===== config.mk =====
export PLATFORM = sky130hd
export DESIGN_NAME = sha256_msg_schedule
export DESIGN_NICKNAME = d
export VERILOG_FILES = /design/src/rtl/sha256_pkg.sv /design/src/rtl/sha256_w_next.sv /design/src/rtl/sigma0.sv /design/src/rtl/sigma1.sv /design/src/rtl/sha256_msg_schedule.sv
export SDC_FILE = /design/constraint.sdc
export NUM_CORES = 1
export LEC_CHECK = 0
export ABC_CLOCK_PERIOD_IN_PS = 4600
export CAP_MARGIN = 25
export CORE_MARGIN = 2
export CORE_UTILIZATION = 44
export CTS_BUF_LIST = sky130_fd_sc_hd__clkbuf_8
export CTS_CLUSTER_SIZE = 25
export DETAILED_ROUTE_END_ITERATION = 8
export PLACE_DENSITY = 0.59
export SLEW_MARGIN = 15
export SYNTH_ARGS = -nofsm -noshare
export SYNTH_HDL_FRONTEND = slang
export SYNTH_SLANG_ARGS = --single-unit

===== constraint.sdc =====
create_clock -name clk -period 4.6 [get_ports clk]
set_input_delay 0.92 -clock clk [delete_from_list [all_inputs] [get_ports clk]]
set_output_delay 0.92 -clock clk [all_outputs]
set_load 0.05 [all_outputs]

===== src/rtl/sha256_pkg.sv =====
// ---------------------------------------------------------------------------
// sha256_pkg
// Shared constants and types for the SHA-256 core.
//   WORD_W      : 32-bit word width
//   BLOCK_WORDS : 16 message words per 512-bit block
//   ROUNDS      : 64 schedule words / compression rounds
//   word_t      : one 32-bit word
//   state_t     : message-schedule FSM states
// ---------------------------------------------------------------------------
package sha256_pkg;

    localparam int WORD_W      = 32;
    localparam int BLOCK_WORDS = 16;
    localparam int ROUNDS      = 64;
    localparam int IDX_W       = $clog2(ROUNDS);

    typedef logic [WORD_W-1:0] word_t;

    typedef enum logic [1:0] {
        IDLE,
        LOAD,
        GEN
    } state_t;

endpackage


===== src/rtl/sha256_w_next.sv =====
// ---------------------------------------------------------------------------
// sha256_w_next
// Combinational next-word generator for the 16-word schedule window:
//   o_next = sigma1(W[t+14]) + W[t+9] + sigma0(W[t+1]) + W[t]  (mod 2^32)
// Ports:
//   i_w0  : window[0]  (W[t])
//   i_w1  : window[1]  (W[t+1])
//   i_w9  : window[9]  (W[t+9])
//   i_w14 : window[14] (W[t+14])
//   o_next: W[t+16]
// ---------------------------------------------------------------------------
module sha256_w_next
    import sha256_pkg::*;
(
    input  logic [WORD_W-1:0] i_w0,
    input  logic [WORD_W-1:0] i_w1,
    input  logic [WORD_W-1:0] i_w9,
    input  logic [WORD_W-1:0] i_w14,
    output logic [WORD_W-1:0] o_next
);

    word_t w_s0;
    word_t w_s1;

    sigma0 u_sigma0 (
        .i_x (i_w1),
        .o_y (w_s0)
    );

    sigma1 u_sigma1 (
        .i_x (i_w14),
        .o_y (w_s1)
    );

    // The sum is held in a 32-bit result, so carries out of bit 31 drop off
    // and the addition wraps modulo 2^32 as the algorithm requires.
    assign o_next = w_s1 + i_w9 + w_s0 + i_w0;

endmodule


===== src/rtl/sigma0.sv =====
// ---------------------------------------------------------------------------
// sigma0
// Small sigma0 of the SHA-256 message schedule:
//   ROTR7(x) ^ ROTR18(x) ^ SHR3(x)
// Ports:
//   i_x : input word
//   o_y : sigma0(i_x)
// ---------------------------------------------------------------------------
module sigma0
    import sha256_pkg::*;
(
    input  logic [WORD_W-1:0] i_x,
    output logic [WORD_W-1:0] o_y
);

    assign o_y = {i_x[6:0],  i_x[31:7]}
               ^ {i_x[17:0], i_x[31:18]}
               ^ {3'b000,    i_x[31:3]};

endmodule


===== src/rtl/sigma1.sv =====
// ---------------------------------------------------------------------------
// sigma1
// Small sigma1 of the SHA-256 message schedule:
//   ROTR17(x) ^ ROTR19(x) ^ SHR10(x)
// Ports:
//   i_x : input word
//   o_y : sigma1(i_x)
// ---------------------------------------------------------------------------
module sigma1
    import sha256_pkg::*;
(
    input  logic [WORD_W-1:0] i_x,
    output logic [WORD_W-1:0] o_y
);

    assign o_y = {i_x[16:0],  i_x[31:17]}
               ^ {i_x[18:0],  i_x[31:19]}
               ^ {10'b0,      i_x[31:10]};

endmodule


===== src/rtl/sha256_msg_schedule.sv =====
// ---------------------------------------------------------------------------
// sha256_msg_schedule
// Accepts one 512-bit block as 16 big-endian words and streams the 64
// schedule words W[0..63], one per valid/ready handshake.
// Ports:
//   clk, rst_n : clock, asynchronous active-low reset
//   start      : begins a new block (sampled only in IDLE)
//   in_valid / in_ready / in_word : message-word input handshake
//   w_valid / w_ready / w_out     : schedule-word output handshake
//   w_idx      : round index of w_out
//   busy       : high whenever not IDLE
//   done       : one-cycle pulse after W[63] is taken
// ---------------------------------------------------------------------------
module sha256_msg_schedule
    import sha256_pkg::*;
(
    input  logic              clk,
    input  logic              rst_n,
    input  logic              start,
    input  logic              in_valid,
    output logic              in_ready,
    input  logic [WORD_W-1:0] in_word,
    output logic              w_valid,
    input  logic              w_ready,
    output logic [WORD_W-1:0] w_out,
    output logic [IDX_W-1:0]  w_idx,
    output logic              busy,
    output logic              done
);

    localparam logic [IDX_W-1:0] LAST_LOAD  = IDX_W'(BLOCK_WORDS - 1);
    localparam logic [IDX_W-1:0] LAST_ROUND = IDX_W'(ROUNDS - 1);

    state_t            r_state;
    logic [IDX_W-1:0]  r_cnt;
    logic              r_done;
    word_t             r_window [BLOCK_WORDS];

    word_t             w_next;
    word_t             w_fill;
    logic              w_in_take;
    logic              w_out_take;
    logic              w_shift;

    sha256_w_next u_w_next (
        .i_w0   (r_window[0]),
        .i_w1   (r_window[1]),
        .i_w9   (r_window[9]),
        .i_w14  (r_window[14]),
        .o_next (w_next)
    );

    // Loading and generating use the same shift; only the word entering
    // slot 15 differs.
    always_comb begin
        w_in_take  = (r_state == LOAD) && in_valid;
        w_out_take = (r_state == GEN)  && w_ready;
        w_shift    = w_in_take || w_out_take;
        w_fill     = (r_state == LOAD) ? in_word : w_next;
    end

    // NOTE: the window is reset even though it is storage, because w_out
    // reads window[0] directly and must show 0 out of reset.
    always_ff @(posedge clk or negedge rst_n) begin
        if (!rst_n) begin
            for (int k = 0; k < BLOCK_WORDS; k++) begin
                r_window[k] <= '0;
            end
        end else if (w_shift) begin
            for (int k = 0; k < BLOCK_WORDS - 1; k++) begin
                r_window[k] <= r_window[k+1];
            end
            r_window[BLOCK_WORDS-1] <= w_fill;
        end
    end

    // NOTE: r_done gets a default of 0 first and is overridden later in the
    // same block; with non-blocking assignments the last write wins, which
    // makes it a clean single-cycle pulse.
    always_ff @(posedge clk or negedge rst_n) begin
        if (!rst_n) begin
            r_state <= IDLE;
            r_cnt   <= '0;
            r_done  <= 1'b0;
        end else begin
            r_done <= 1'b0;
            case (r_state)
                IDLE: begin
                    if (start) begin
                        r_state <= LOAD;
                        r_cnt   <= '0;
                    end
                end
                LOAD: begin
                    if (in_valid) begin
                        if (r_cnt == LAST_LOAD) begin
                            r_state <= GEN;
                            r_cnt   <= '0;
                        end else begin
                            r_cnt <= r_cnt + 1'b1;
                        end
                    end
                end
                GEN: begin
                    if (w_ready) begin
                        if (r_cnt == LAST_ROUND) begin
                            r_state <= IDLE;
                            r_cnt   <= '0;
                            r_done  <= 1'b1;
                        end else begin
                            r_cnt <= r_cnt + 1'b1;
                        end
                    end
                end
                default: begin
                    r_state <= IDLE;
                    r_cnt   <= '0;
                end
            endcase
        end
    end

    // Handshake flags are pure decodes of the state register.
    assign in_ready = (r_state == LOAD);
    assign w_valid  = (r_state == GEN);
    assign busy     = (r_state != IDLE);
    assign done     = r_done;
    assign w_out    = r_window[0];
    assign w_idx    = r_cnt;

endmodule


==> flow_metrics.env, run 1 <==
export IMPL_dpl_worst_slack_ps=353
export IMPL_tns_ps=0
export IMPL_antenna_found_initial=1
export IMPL_grt_pass1_wl_um=99600
export IMPL_synth_edf_count=0
export IMPL_start_util=0.443
export IMPL_worst_slack_ps=289
export IMPL_clockRootBuffer="clkbuf_8"
export IMPL_reg2reg_slack_ps=290
export IMPL_initialDrtViolationCount=1425
export IMPL_maxSlewViolCount=0
export IMPL_worstSetupPathType="register to register"
export IMPL_nets=2888
export IMPL_wirelength_um=63200
export IMPL_cp_max_fo=5
export IMPL_worst_slew_pin_slew_ps=967
export IMPL_clk_insertion_delay_late_ps=700
export IMPL_syn2layout_area_growth_pct=12.1
export IMPL_yosys_area_top_type="dfrtp_1"
export IMPL_cts_buffers=89
export IMPL_synth_warnings=0
export IMPL_finalHoldViolCount=0
export IMPL_setup_violations=0
export IMPL_rsz0062_at_grt="false"
export IMPL_arrival_ps=4910
export IMPL_synthCells=2745
export IMPL_drive_gt1_frac=0.0612
export IMPL_grt_max_degree=197
export IMPL_firstDrtPassIters=7
export IMPL_die_w_um=239
export IMPL_worst_r2r_endpoint="r_window[23]$_DFFE_PN0P_"
export IMPL_synth_top_cell_area_share=0.537
export IMPL_holdBufCountCts=0
export IMPL_rows=86
export IMPL_core_area_sq_mm=0.0548
export IMPL_wire_per_inst_um=18.0
export IMPL_synthTopCellsByArea="dfrtp_1, nand2_1, fa_1"
export IMPL_hpwlAfterDp_um=44400
export IMPL_outcome="complete, no violations"
export IMPL_grt_usage=0.231
export IMPL_dieArea_sq_mm=0.0571
export IMPL_end_kind="register"
export IMPL_synth_cell_types=56
export IMPL_required_ps=5200
export IMPL_h_tree_depth=3
export IMPL_syn_cell_area_sq_mm=0.0243
export IMPL_final_util=0.497
export IMPL_max_freq_ghz=0.232
export IMPL_async_flop_share=1.00
export IMPL_clock_sinks=521
export IMPL_antenna_cells=0
export IMPL_r2r_start="r_window[52]$_DFFE_PN0P_"
export IMPL_drc_errors=0
export IMPL_yosys_top_cells_count="nand2_1, dfrtp_1, clkbuf_1, inv_1, o21ai_0"
export IMPL_min_period_ps=4310
export IMPL_fin_skew_ps=50.1
export IMPL_reg2reg_depth=16
export IMPL_grt_pass1_vias=17300
export IMPL_syn_area_per_cell_sq_um=8.84
export IMPL_synth_nets=2880
export IMPL_min_path_type="input pin to async pin"
export IMPL_antenna_left=0
export IMPL_startpoint_type="register"
export IMPL_maxSlewHeadroom=0.356
export IMPL_port_buffer_count=78
export IMPL_timing_final_crit_share=0.937
export IMPL_ys_seq_area_frac=0.537
export IMPL_cts_tree="built"
export IMPL_cp_startpoint="r_window[52]$_DFFE_PN0P_"
export IMPL_gp_congestion=0.949
export IMPL_vias_per_cell=4.98
export IMPL_ios=79
export IMPL_die_h_um=239
export IMPL_yosysMostFrequentCell="nand2_1"
export IMPL_ys_seq_elements=521
export IMPL_overflow=0
export IMPL_drv_cap=0
export IMPL_vias=17500
export IMPL_ys_flop_type="dfrtp_1"
export IMPL_clk_pin_slew_worst_paths_ps=60
export IMPL_endpoint="r_window[23]$_DFFE_PN0P_"
export IMPL_clockBufferDepth=3
[placed cells by master (no fill, tap or decap), types with 11 or more instances in the layout]
master           synthesis  layout
xor2_1                  58      58
buf_12                   0      11
o21ai_0                128     127
nand3b_1                11      11
a21o_1                  12      12
clkdlybuf4s50_1          0      77
xnor2_1                 85      85
a21oi_1                 59      59
fa_1                    62      62
clkbuf_8                 0     110
buf_4                   32      23
nor2_1                  35      35
ha_1                    36      35
dfrtp_1                521     521
nand2_1               1306    1305
inv_1                  129     156
[cells by family after synthesis]
group	after synthesis	synth area share
flip-flops	521	0.537
adder cells (fa/ha/maj)	98	0.0697
multiplexers	5	0.00211
AO/OA/AOI/OAI	256	0.0625
AND/OR/NAND/NOR	1398	0.222
buffers and inverters	324	0.0552
XOR/XNOR	143	0.0516
[stage by stage]
| step | std cells | hold slack (ps) | cell area (sq um) |
|---|---|---|---|
| floorplan | 2745 | 439 | 24300 |
| detailed placement | 3366 | 455 | 25500 |
| global placement | 3366 | 449 | 25500 |
| finish | 3516 | 238 | 27200 |
| global route | 3516 | 256 | 27200 |
| CTS | 3516 | 238 | 27200 |
[area by class of cell]
type | count | area (sq um)
fill | 5244 | 27600
inverter | 129 | 484
sequential | 521 | 13000
multi-input combinational | 1900 | 9910
timing repair buffer | 112 | 1180
clock buffer | 110 | 1510
clock inverter | 40 | 213
tap | 704 | 881
[routing by layer]
metal | routed length, um | part of all wire | GRT usage
met1 | 29000 | 0.46 | 0.326
met2 | 27700 | 0.44 | 0.340
met3 | 4040 | 0.064 | 0.0588
met4 | 2430 | 0.038 | 0.0926
met5 | 13 | 0.00021 | 0
[critical path: stages (launching register included)]
cell	delay, ps
dfrtp_1	460
xor2_1	210
xnor2_1	290
fa_1	510
fa_1	490
inv_1	70
ha_1	190
inv_1	60
fa_1	380
nor2b_1	220
o211ai_1	150
a21bo_2	280
a21bo_2	220
a31oi_4	240
a31oi_1	130
xor2_1	170
a21oi_1	140
[how the worst min path moves through the flow]
stage / end / depth (start not counted) / slack [ps]
CTS: r_window[339]$_DFFE_PN0P_ / 1 / 240
detailed placement: r_window[267]$_DFFE_PN0P_ / 2 / 460
global route: r_window[307]$_DFFE_PN0P_ / 1 / 260
finish: r_window[307]$_DFFE_PN0P_ / 1 / 240
global placement: r_window[364]$_DFFE_PN0P_ / 2 / 450
floorplan: r_window[100]$_DFFE_PN0P_ / 2 / 440
[sequential cells by signal, summed over array words and instances, names as in the netlist]
signal    flops
done          1
r_state       2
r_window    480
w_idx         6
w_out        32
[what timing repair did]
action                     CTS  global route
setup endpoints to repair    0             1
gates resized for setup      0             1
buffers inserted             0             0
Power of run 1 is left out: the tool's default activity adds up to more than one toggle a clock period on the data nets, which glitch-free logic cannot reach.
==> run 2, diff against run 1 <==
--- a/config.mk
+++ b/config.mk
@@ -13,7 +13,7 @@
 export CTS_CLUSTER_SIZE = 25
 export DETAILED_ROUTE_END_ITERATION = 8
 export PLACE_DENSITY = 0.59
-export SLEW_MARGIN = 15
+export REMOVE_ABC_BUFFERS = 1
 export SYNTH_ARGS = -nofsm -noshare
 export SYNTH_HDL_FRONTEND = slang
 export SYNTH_SLANG_ARGS = --single-unit
==> flow_metrics.env, run 2 (synthesis results as in run 1) <==
export IMPL_outcome="complete, no violations"
export IMPL_cp_cell_sequence="xor2_1 -> xnor2_1 -> fa_1 -> fa_1 -> inv_1 -> ha_1 -> a211oi_2 -> nor2_1 -> o31a_1 -> a221o_2 -> a21boi_4 -> xor2_1 -> o21ai_1 -> o21a_1"
export IMPL_die_h_um=239
export IMPL_end_kind="register"
export IMPL_nets=2883
export IMPL_grt_usage=0.225
export IMPL_slowest_stage="fa_1"
export IMPL_core_area_sq_mm=0.0548
export IMPL_ios=79
export IMPL_largest_reg_flops=480
export IMPL_dpl_worst_slack_ps=381
export IMPL_maxSlewViolCount=0
export IMPL_r2r_start="r_window[53]$_DFFE_PN0P_"
export IMPL_worst_r2r_endpoint="r_window[14]$_DFFE_PN0P_"
export IMPL_overflow=0
export IMPL_wirelength_um=62000
export IMPL_post_cts_resize_count=0
export IMPL_final_common_cell="nand2_1"
export IMPL_clockBufferDepth=3
export IMPL_layout_common_cells="nand2_1, dfrtp_1, inv_1"
export IMPL_port_buffer_count=78
export IMPL_placed_cell_area_sq_mm=0.0254
export IMPL_dieArea_sq_mm=0.0571
export IMPL_reg2reg_depth=14
export IMPL_grt_pass1_wl_um=98200
export IMPL_h_tree_depth=3
export IMPL_rsz0062_at_grt="false"
export IMPL_worstSetupPathType="register to register"
export IMPL_timing_final_crit_share=0.928
export IMPL_cp_slowest_stage_delay_ps=600
export IMPL_drive_gt1_frac=0.0632
export IMPL_min_path_type="input pin to async pin"
export IMPL_start_util=0.443
export IMPL_holdBufCountCts=0
export IMPL_finalHoldViolCount=0
export IMPL_rows=86
export IMPL_cp_max_fo=5
export IMPL_vias=17300
export IMPL_fin_skew_ps=45.8
export IMPL_initialDrtViolationCount=1299
export IMPL_die_w_um=239
export IMPL_reg2reg_slack_ps=330
export IMPL_drv_cap=0
export IMPL_place_inst=3359
export IMPL_antenna_left=0
export IMPL_grt_pass1_vias=17100
export IMPL_hpwlAfterDp_um=43100
export IMPL_setup_violations=0
export IMPL_clk_insertion_delay_late_ps=720
export IMPL_vias_per_cell=4.92
export IMPL_top_register="r_window"
export IMPL_gp_congestion=0.931
export IMPL_drc_errors=0
export IMPL_maxSlewHeadroom=0.381
export IMPL_cts_setup_buffers=0
export IMPL_firstDrtPassIters=7
export IMPL_fin_area_sq_mm=0.0274
export IMPL_final_cells=3522
export IMPL_worst_slew_pin_slew_ps=928
export IMPL_syn2layout_area_growth_pct=12.7
export IMPL_antenna_found_initial=1
export IMPL_startpoint_type="register"
export IMPL_cts_buffers=91
export IMPL_n_fill_cell=5204
export IMPL_clk_pin_slew_worst_paths_ps=60
export IMPL_cts_tree="built"
export IMPL_arrival_ps=4870
export IMPL_worst_slack_ps=330
export IMPL_wire_per_inst_um=17.6
export IMPL_min_period_ps=4270
export IMPL_max_freq_ghz=0.234
export IMPL_grt_max_degree=165
export IMPL_clockRootBuffer="clkbuf_8"
export IMPL_clock_sinks=521
export IMPL_required_ps=5200
-- run 2: final cells by class --
cell class,instances,area (sq um),share of cell area
Antenna cell,1,2.50,0.0000914
Clock buffer,114,1570,0.0573
Clock inverter,48,367,0.0134
Inverter,129,484,0.0177
Multi-Input combinational cell,1900,9910,0.362
Sequential cell,521,13000,0.476
Tap cell,704,881,0.0322
Timing Repair Buffer,105,1120,0.0408
-- run 2: worst max path at each step --
stage / startpoint / to / slack [ps] / depth (start not counted)
global route: r_window[58]$_DFFE_PN0P_ / r_window[18]$_DFFE_PN0P_ / 90 / 14
floorplan: r_state[1]$_DFFE_PN0P_ / r_window[30]$_DFFE_PN0P_ / -7280 / 8
CTS: r_window[53]$_DFFE_PN0P_ / r_window[14]$_DFFE_PN0P_ / 330 / 14
detailed placement: r_window[58]$_DFFE_PN0P_ / r_window[18]$_DFFE_PN0P_ / 380 / 14
global placement: r_window[52]$_DFFE_PN0P_ / r_window[27]$_DFFE_PN0P_ / 380 / 16
finish: r_window[53]$_DFFE_PN0P_ / r_window[14]$_DFFE_PN0P_ / 330 / 14
-- run 2: per-stage QoR --
| stage | hold slack, ps | TNS [ps] | utilization |
|---|---|---|---|
| 2_1_floorplan | 439 | -3021690 | - |
| 3_5_place_dp | 455 | 0 | 0.464 |
| 4_1_cts | 327 | 0 | 0.500 |
| 6_report | 307 | 0 | 0.500 |
| 5_1_grt | 350 | 0 | 0.500 |
| 3_3_place_gp | 448 | 0 | 0.464 |
-- run 2: layer usage --
layer  up-vias  global-route usage  share of wire
li1       8434                   -              -
met1      8475               0.314           0.46
met3        88              0.0453          0.047
met5         -                   0              0
met4         0              0.0824          0.028
met2       334               0.350           0.46
-- run 2: worst max-delay path: cells and delay by family, from the launching register on --
kind / cells / cell delay [ps]
fa+ha+maj: 3 / 1410
buf+inv: 1 / 60
flops: 1 / 470
compound gates: 6 / 1460
simple gates: 1 / 110
xor+xnor: 3 / 650
Power of run 2 is left out for the same reason.
